File: src/rtl/pcm_sample_feeder.sv
// pcm_sample_feeder
//   Buffers stereo PCM pairs from a valid/ready producer in a small FIFO and
//   releases one pair per output sample period. The period is paced by a
//   fractional phase accumulator on clk, so the long-run rate is exactly
//   SAMPLE_HZ/CLK_HZ with no drift. The released pair is held on
//   o_left_pcm/o_right_pcm for the delta-sigma modulator. When a sample
//   period arrives with the FIFO empty, the last pair is held and the event
//   is flagged and counted.
//
// Ports
//   clk              system clock
//   aclr             asynchronous active-high reset
//   i_in_valid       producer presents a sample pair
//   o_in_ready       FIFO can accept (not full, from the registered level)
//   i_in_left        left sample (unsigned)
//   i_in_right       right sample (unsigned)
//   o_left_pcm       held left sample to the DSM
//   o_right_pcm      held right sample to the DSM
//   o_sample_tick    one-cycle pulse per sample period
//   o_underrun       one-cycle pulse: a tick found the FIFO empty
//   o_underrun_count saturating count of underruns
//   o_fifo_level     FIFO occupancy, 0..2^FIFO_AW
module pcm_sample_feeder #(
  parameter int AUDIO_BITS = 12,
  parameter int CLK_HZ     = 50000000,
  parameter int SAMPLE_HZ  = 44100,
  parameter int FIFO_AW    = 4
) (
  input  logic                  clk,
  input  logic                  aclr,
  input  logic                  i_in_valid,
  output logic                  o_in_ready,
  input  logic [AUDIO_BITS-1:0] i_in_left,
  input  logic [AUDIO_BITS-1:0] i_in_right,
  output logic [AUDIO_BITS-1:0] o_left_pcm,
  output logic [AUDIO_BITS-1:0] o_right_pcm,
  output logic                  o_sample_tick,
  output logic                  o_underrun,
  output logic [15:0]           o_underrun_count,
  output logic [FIFO_AW:0]      o_fifo_level
);

  localparam int               DEPTH  = 1 << FIFO_AW;
  localparam logic [31:0]      C_STEP = 32'(SAMPLE_HZ);
  localparam logic [31:0]      C_MOD  = 32'(CLK_HZ);
  localparam logic [FIFO_AW:0] C_FULL = (FIFO_AW+1)'(DEPTH);
  localparam logic [FIFO_AW:0] C_ONE  = (FIFO_AW+1)'(1);

  // ---------------------------------------------------------------------
  // Phase accumulator: adds SAMPLE_HZ every clock and wraps modulo CLK_HZ.
  // Each wrap is one sample period; the remainder carries over so the
  // average rate is exact.
  // ---------------------------------------------------------------------
  logic [31:0] r_acc;
  logic        r_tick;
  logic [31:0] w_sum;
  logic        w_wrap;

  always_comb begin
    w_sum  = r_acc + C_STEP;
    w_wrap = (w_sum >= C_MOD);
  end

  always_ff @(posedge clk or posedge aclr) begin
    if (aclr) begin
      r_acc  <= '0;
      r_tick <= 1'b0;
    end else begin
      r_acc  <= w_wrap ? (w_sum - C_MOD) : w_sum;
      r_tick <= w_wrap;
    end
  end

  // ---------------------------------------------------------------------
  // FIFO. Pointers are FIFO_AW bits and wrap naturally; the separate level
  // register tells full from empty. Storage is not reset: clearing the
  // pointers and level is enough to discard the contents.
  // ---------------------------------------------------------------------
  logic [2*AUDIO_BITS-1:0] r_mem [DEPTH];
  logic [FIFO_AW-1:0]      r_wr_ptr;
  logic [FIFO_AW-1:0]      r_rd_ptr;
  logic [FIFO_AW:0]        r_level;

  logic                    w_empty;
  logic                    w_full;
  logic                    w_push;
  logic                    w_pop;
  logic [AUDIO_BITS-1:0]   w_head_left;
  logic [AUDIO_BITS-1:0]   w_head_right;

  always_comb begin
    w_empty = (r_level == '0);
    w_full  = (r_level == C_FULL);
    // Ready comes from the registered level only, so a pop on a full FIFO
    // frees the slot for the following cycle, not the current one.
    w_push  = i_in_valid && !w_full;
    // A tick on an empty FIFO does not pass a same-cycle push through.
    w_pop   = r_tick && !w_empty;
    {w_head_left, w_head_right} = r_mem[r_rd_ptr];
  end

  always_ff @(posedge clk) begin
    if (w_push) begin
      r_mem[r_wr_ptr] <= {i_in_left, i_in_right};
    end
  end

  always_ff @(posedge clk or posedge aclr) begin
    if (aclr) begin
      r_wr_ptr <= '0;
      r_rd_ptr <= '0;
      r_level  <= '0;
    end else begin
      if (w_push) begin
        r_wr_ptr <= r_wr_ptr + 1'b1;
      end
      if (w_pop) begin
        r_rd_ptr <= r_rd_ptr + 1'b1;
      end
      case ({w_push, w_pop})
        2'b10:   r_level <= r_level + C_ONE;
        2'b01:   r_level <= r_level - C_ONE;
        default: r_level <= r_level;
      endcase
    end
  end

  // ---------------------------------------------------------------------
  // Output holding registers and underrun bookkeeping. Everything here
  // updates on the edge that ends the tick cycle, so the DSM sees one
  // change per sample period at most.
  // ---------------------------------------------------------------------
  logic [AUDIO_BITS-1:0] r_left_pcm;
  logic [AUDIO_BITS-1:0] r_right_pcm;
  logic                  r_underrun;
  logic [15:0]           r_underrun_count;

  always_ff @(posedge clk or posedge aclr) begin
    if (aclr) begin
      r_left_pcm       <= '0;
      r_right_pcm      <= '0;
      r_underrun       <= 1'b0;
      r_underrun_count <= '0;
    end else begin
      if (w_pop) begin
        r_left_pcm  <= w_head_left;
        r_right_pcm <= w_head_right;
      end
      r_underrun <= r_tick && w_empty;
      if (r_tick && w_empty && (r_underrun_count != 16'hFFFF)) begin
        r_underrun_count <= r_underrun_count + 16'd1;
      end
    end
  end

  assign o_in_ready       = !w_full;
  assign o_left_pcm       = r_left_pcm;
  assign o_right_pcm      = r_right_pcm;
  assign o_sample_tick    = r_tick;
  assign o_underrun       = r_underrun;
  assign o_underrun_count = r_underrun_count;
  assign o_fifo_level     = r_level;

endmodule

File: config.mk
export PLATFORM = sky130hd
export DESIGN_NAME = pcm_sample_feeder
export DESIGN_NICKNAME = d
export VERILOG_FILES = /design/src/rtl/pcm_sample_feeder.sv
export SDC_FILE = /design/constraint.sdc
export NUM_CORES = 1
export LEC_CHECK = 0
export ABC_AREA = 1
export CORE_ASPECT_RATIO = 1.2
export CORE_MARGIN = 10
export CORE_UTILIZATION = 40
export CTS_CLUSTER_DIAMETER = 80
export DETAILED_ROUTE_END_ITERATION = 8
export PLACE_DENSITY = 0.57
export SYNTH_ARGS = -nofsm -noshare
export SYNTH_HDL_FRONTEND = slang
export SYNTH_SLANG_ARGS = --single-unit
File: constraint.sdc
create_clock -name clk -period 3.8 [get_ports clk]
set_input_delay 0.76 -clock clk [delete_from_list [all_inputs] [get_ports clk]]
set_output_delay 0.76 -clock clk [all_outputs]
set_load 0.02 [all_outputs]
==> flow_metrics.py, run 1 <==
metrics = {
    "routing": {
        "finalWirelength_mm": 53.1,
        "via_per_inst": 5.39,
        "ant_nets": 0,
        "dr.pass1.iters": 5,
        "vias": 14016,
        "drc": 0,
        "drt-initial-drc-count": 1188,
        "wl_per_cell_um": 20.4,
    },
    "grt": {
        "grt_pass1_wl_mm": 82.7,
        "grt_use_met3_pct": 2.88,
        "first_global_vias": 14154,
        "top_usage_layer": "met2",
        "grt_max_degree": 135,
        "antenna_found_initial": 3,
        "grt_use_met2_pct": 30.7,
        "track_usage_pct": 17.8,
        "grtUsageMet1_pct": 22.5,
        "gr-total-overflow": 0,
    },
    "clock_tree": {
        "cts_resized": 0,
        "post-cts-setup-buffer-count": 0,
        "insertion_delay_ns": 0.60,
        "htree_levels": 2,
        "cts-root-buf": "clkbuf_16",
        "tritoncts": "done",
        "cts_num_sinks": 469,
        "cts_made_buffers": 49,
        "clk_pin_slew_ns": 0.06,
        "clock_path_buffers": 3,
        "cts.hold.buffers_added": 0,
    },
    "sta": {
        "skew_ns": 0.0162,
        "setup_tns_ns": 0,
        "fin_hold_ws_ns": 0.471,
        "fin_crit_ns": 2.84,
        "setup_viol": 0,
        "fin_crit_sh_pct": 74.7,
        "worst_pin_slew_ns": 1.04,
        "clock.fmax_mhz": 353,
        "hold_violations": 0,
        "maxSlewViolCount": 0,
        "fin_ws_ns": 0.963,
        "max-slew-margin-rel_pct": 30.2,
        "rsz0062_at_grt": "false",
    },
    "logic_synthesis": {
        "syn_area_sq_mm": 0.0202,
        "synth_edf_count": 384,
        "syn_nets": 1884,
        "ys_seq_area_share_pct": 67.7,
        "syn_inst": 1844,
        "ys.flop_type": "edfxtp_1",
        "yosysWarnings": 0,
        "synth_seq_cells": 469,
        "synth_cell_types": 39,
        "syn_area_per_cell_sq_um": 10.9,
        "async_flop_share_pct": 18.1,
    },
    "layout": {
        "layout.cells.most_common": "edfxtp_1",
        "fin_area_sq_mm": 0.0234,
        "drive_gt1_share_pct": 10.0,
        "area_growth_pct": 16.0,
        "fin_util_pct": 46.7,
        "final_cell_mix": "edfxtp_1, nor2_1, nand2_1",
        "finalNonFillerCells": 2600,
        "fin_nets": 1954,
        "fill_cells": 4525,
    },
    "pwr": {
        "cellLeakagePower_nw": 8.53,
        "intPower_mw": 8.88,
        "p_switching_mw": 2.86,
        "vdd_drop_max_uv": 354,
        "switching_share_pct": 24.4,
        "combPwrFrac_pct": 8.2,
        "cellPowerDensity_mw_per_mm2": 502,
        "clkPwrFrac_pct": 39.3,
        "p_seq_share_pct": 52.5,
        "total_power_mw": 11.7,
    },
    "critical_path": {
        "path_class": "reg2out",
        "path_max_fanout": 5,
        "rr_worst_depth": 18,
        "cp-end-kind": "output pin",
        "cp.arrival_ns": 2.08,
        "critPathRequiredTime_ns": 3.04,
        "cp-start-kind": "register",
    },
    "place": {
        "place_congestion": 0.847,
        "dp.cells": 2507,
        "place_area_sq_mm": 0.0218,
        "place_ws_ns": 0.757,
        "dp_hpwl_mm": 31.1,
        "io_buffers": 74,
    },
    "die": {
        "dieArea_sq_mm": 0.0598,
        "ioPinCount": 75,
        "die_h_um": 266,
        "die_w_um": 225,
        "row_count": 90,
        "initial_core_util_pct": 40.2,
        "core_area_sq_mm": 0.0501,
    },
    "worst_hold_path": {
        "hold_path.class": "reg2reg",
        "hold_path_depth": 1,
    },
    "run": {
        "cap_violations": 0,
    },
    "run_status": {
        "status": "completed",
    },
}
[power groups by stage]
stage,Sequential (mW),Clock [mW],Combinational (mW)
floorplan,6.27,0,0.414
finish,6.16,4.62,0.961
CTS,6.16,4.73,0.975
global route,6.20,4.93,1.06
global placement,6.26,0,0.963
detailed placement,6.26,0,0.971
[worst max-delay path: stages (launching register included)]
cell and delay, ns:
dfrtp_1 0.43, nor4_1 0.38, nand2_1 0.11, clkdlybuf4s50_1 0.57
[state kept, by name (all words and copies together) (netlist names)]
name	cells
r_acc	30
o_left_pcm	12
o_underrun_count	16
o_underrun	1
r_wr_ptr	4
o_right_pcm	12
o_sample_tick	1
o_fifo_level	5
r_rd_ptr	4
r_mem	384
[layout make-up]
class / count / area (sq um) / share of cell area [%]
multi-input cells: 1200 / 5950 / 25.4
well taps: 644 / 806 / 3.44
clock inverters: 25 / 169 / 0.722
clock buffers: 67 / 1390 / 5.96
repair buffers: 104 / 1080 / 4.61
diodes: 1 / 2.50 / 0.0107
flip-flops and latches: 469 / 13700 / 58.4
inverters: 90 / 343 / 1.46
[cells by family after synthesis]
logic type / share of synthesized area [%]
and+or+nand+nor: 16.0
AOI/OAI and AO/OA: 10.5
DFF: 67.7
xor gates and xnor gates: 1.48
muxes: 0.0558
adders and majority gates: 0.844
buffers and inverters: 3.39
[cells in the mapped netlist, drive strengths merged, types with 8 or more instances]
library cell,instances,area (sq um)
a21oi,8,40.0
a31oi,8,50.1
clkbuf,80,300
dfrtp,85,2130
edfxtp,384,11500
ha,12,150
inv,88,330
nand2,302,1210
nand3,81,410
nand4,16,100
nor2,359,1420
o21ai,248,1240
o221ai,18,158
o22ai,90,563
xnor2,9,78.8
xor2,25,219
[path summary, 6_finish.rpt]
kind	slack, ns	from	endpoint
max	0.96	o_fifo_level[0]	o_in_ready
min	0.47	r_acc[2]	r_acc[2]
max reg2reg	0.98	r_acc[2]	r_acc[8]
min reg2reg	0.47	r_acc[2]	r_acc[2]
max in group asynchronous	2.42	aclr	r_acc[21]
min in group asynchronous	0.63	aclr	o_left_pcm[6]
[metal layers]
| metal | vias up | part of all wire (%) |
|---|---|---|
| li1 | 6634 | - |
| met1 | 6957 | 43 |
| met5 | - | 0.045 |
| met4 | 4 | 2.0 |
| met2 | 343 | 50 |
| met3 | 78 | 5.0 |
Power figures use the tool's default switching activity.
==> run 2: changes to the inputs <==
- PLACE_DENSITY: 0.57 -> 0.59
- clock period: 3.8 -> 2.3 ns (I/O delays scaled with it)
==> run 2 against run 1 <==
Compared with the run above: the run now ends with setup timing left; non-clock buffer count rose by 173; count of clock-buffer cells in the layout fell by 6; global-route usage rose by 0.35 points; register-to-register slack got worse by 0.98 ns; sequential cell count did not move; power rose by 77%; critical endpoint is now r_acc[18]; largest cell class unchanged; highest routed layer unchanged.
==> flow_metrics.py, run 2 (synthesized netlist as in run 1, its figures left out) <==
metrics = {
    "run_status": {
        "status": "finished with violations",
        "violations": "setup timing",
    },
    "pwr": {
        "cellLeakagePower_nw": 9.73,
        "combPwrFrac_pct": 9.9,
        "p_seq_share_pct": 48.9,
        "vdd_drop_max_uv": 596,
        "switching_share_pct": 23.4,
        "p_switching_mw": 4.86,
        "cellPowerDensity_mw_per_mm2": 799,
        "intPower_mw": 15.9,
        "clkPwrFrac_pct": 41.2,
    },
    "place": {
        "dp.cells": 2654,
        "place_congestion": 0.878,
        "dp_hpwl_mm": 33.6,
        "io_buffers": 74,
        "place_ws_ns": -0.246,
    },
    "routing": {
        "drt-initial-drc-count": 1232,
        "finalWirelength_mm": 55.2,
        "vias": 14845,
        "wl_per_cell_um": 19.9,
        "wl_met3_mm": 3.37,
        "routedLengthMet1_mm": 23.2,
        "drc": 0,
        "via_per_inst": 5.36,
        "ant_nets": 0,
        "wl_met2_mm": 27.1,
        "dr.pass1.iters": 5,
        "dr.max_layer_used": "met5",
    },
    "grt": {
        "track_usage_pct": 18.1,
        "gr-total-overflow": 0,
        "grt_max_degree": 68,
        "first_global_vias": 14787,
        "grt_pass1_wl_mm": 84.4,
        "antenna_found_initial": 2,
    },
    "sta": {
        "max-slew-margin-rel_pct": 60.5,
        "worst_pin_slew_ns": 0.590,
        "fin_ws_ns": -0.00346,
        "hold_violations": 0,
        "setup_viol": 3,
        "skew_ns": 0.0113,
        "maxSlewViolCount": 0,
        "fin_crit_sh_pct": 100,
        "clock.fmax_mhz": 434,
        "rsz0062_at_grt": "true",
        "fin_crit_ns": 2.30,
        "fin_hold_ws_ns": 0.143,
    },
    "critical_path": {
        "r2r_slack_ns": -0.003,
        "critPathRequiredTime_ns": 2.77,
        "path_max_fanout": 6,
        "cp-end-kind": "register",
        "path_class": "reg2reg",
        "cp-start-kind": "register",
        "rr_worst_depth": 19,
        "crit_start": "r_acc[13]",
        "cp.arrival_ns": 2.77,
        "r2r_end": "r_acc[18]",
        "r2r-start": "r_acc[13]",
    },
    "layout": {
        "layout.cells.most_common": "edfxtp_1",
        "fin_nets": 2127,
        "area_growth_pct": 28.9,
        "regMostFlops": "r_mem",
        "finalNonFillerCells": 2772,
        "final_cell_mix": "edfxtp_1, nor2_1, o21ai_0",
        "largest_register_ffs": 384,
        "drive_gt1_share_pct": 24.1,
    },
    "clock_tree": {
        "cts-root-buf": "clkbuf_16",
        "clock_path_buffers": 3,
        "cts_num_sinks": 469,
        "insertion_delay_ns": 0.58,
        "tritoncts": "done",
        "htree_levels": 2,
        "clk_pin_slew_ns": 0.06,
        "cts_made_buffers": 48,
        "cts.hold.buffers_added": 0,
    },
    "die": {
        "ioPinCount": 75,
        "core_area_sq_mm": 0.0501,
        "row_count": 90,
        "initial_core_util_pct": 40.2,
        "die_w_um": 225,
        "die_h_um": 266,
        "dieArea_sq_mm": 0.0598,
    },
    "worst_hold_path": {
        "hold_path.class": "in2async",
    },
    "run": {
        "cap_violations": 0,
    },
}
-- run 2: cell types whose count changed in the layout (fill, tap and decap cells not counted), moves of 18 or more --
cell     before  now
buf_4        21  158
nand2_1     279  215
nor2_1      324  297
nand2_4       4   25
nor2_4       20   38
buf_12        9   37
nand2_2      19   61
-- run 2: how the worst max path moves through the flow --
| stage | endpoint | cells past startpoint |
|---|---|---|
| final | r_acc[18] | 19 |
| after global routing | r_acc[21] | 18 |
| after CTS | o_fifo_level[4] | 13 |
| after detailed placement | o_fifo_level[4] | 13 |
| after global placement | r_acc[23] | 18 |
| after floorplan | r_mem[11][0] | 6 |
-- run 2: per-layer routing --
| layer | global-route usage [%] | vias to the layer above |
|---|---|---|
| met1 | 22.7 | 7304 |
| met5 | 0 | - |
| met4 | 6.02 | 4 |
| met2 | 30.7 | 447 |
| met3 | 3.70 | 101 |
| li1 | - | 6989 |
-- run 2: through the flow --
step | utilization, % | instance area (sq um) | setup TNS (ns) | power, mW
floorplan | - | 20200 | -75.94 | 11.1
global placement | 46.5 | 23300 | -1.54 | 12.3
detailed placement | 46.5 | 23300 | -2.88 | 12.3
CTS | 50.8 | 25400 | -0.0360 | 20.9
global route | 51.9 | 26000 | -2.92 | 21.5
finish | 51.9 | 26000 | -0.00591 | 20.8
-- run 2: timing repair --
item	4_1_cts	5_1_grt
setup buffers	8	17
gates resized for setup	83	122
gates cloned	2	0
setup endpoints to repair	28	29
pin swaps	29	47
-- run 2: cell type report --
cell class                 count  area [sq um]
multi-input combinational   1201          6630
clock inverter                29           440
tap                          644           806
sequential                   469         13700
clock buffer                  61          1320
fill                        4165         24100
timing repair buffer         277          2780
inverter                      90           357
antenna                        1          2.50
-- run 2: power groups by stage --
stage	Sequential (mW)	Combinational, mW	Clock, mW
global placement	10.3	1.98	0
detailed placement	10.3	2.01	0
CTS	10.2	2.05	8.73
floorplan	10.4	0.707	0
finish	10.2	2.05	8.57
global route	10.2	2.22	9.08
-- run 2: critical path, stage by stage (launching register included) --
cell and delay [ns]:
dfrtp_2 0.48, inv_4 0.12, nand2_2 0.06, nand2_2 0.12
nand2_2 0.10, inv_2 0.09, nand2_4 0.06, nand2_1 0.08
nand2_2 0.09, nor2_4 0.13, nand2_2 0.07, nor2_2 0.10
nand2_1 0.07, nand2_2 0.09, nand2_4 0.10, nand2_8 0.13
buf_6 0.12, nand2_1 0.04, nor2_1 0.07, nor2_1 0.05
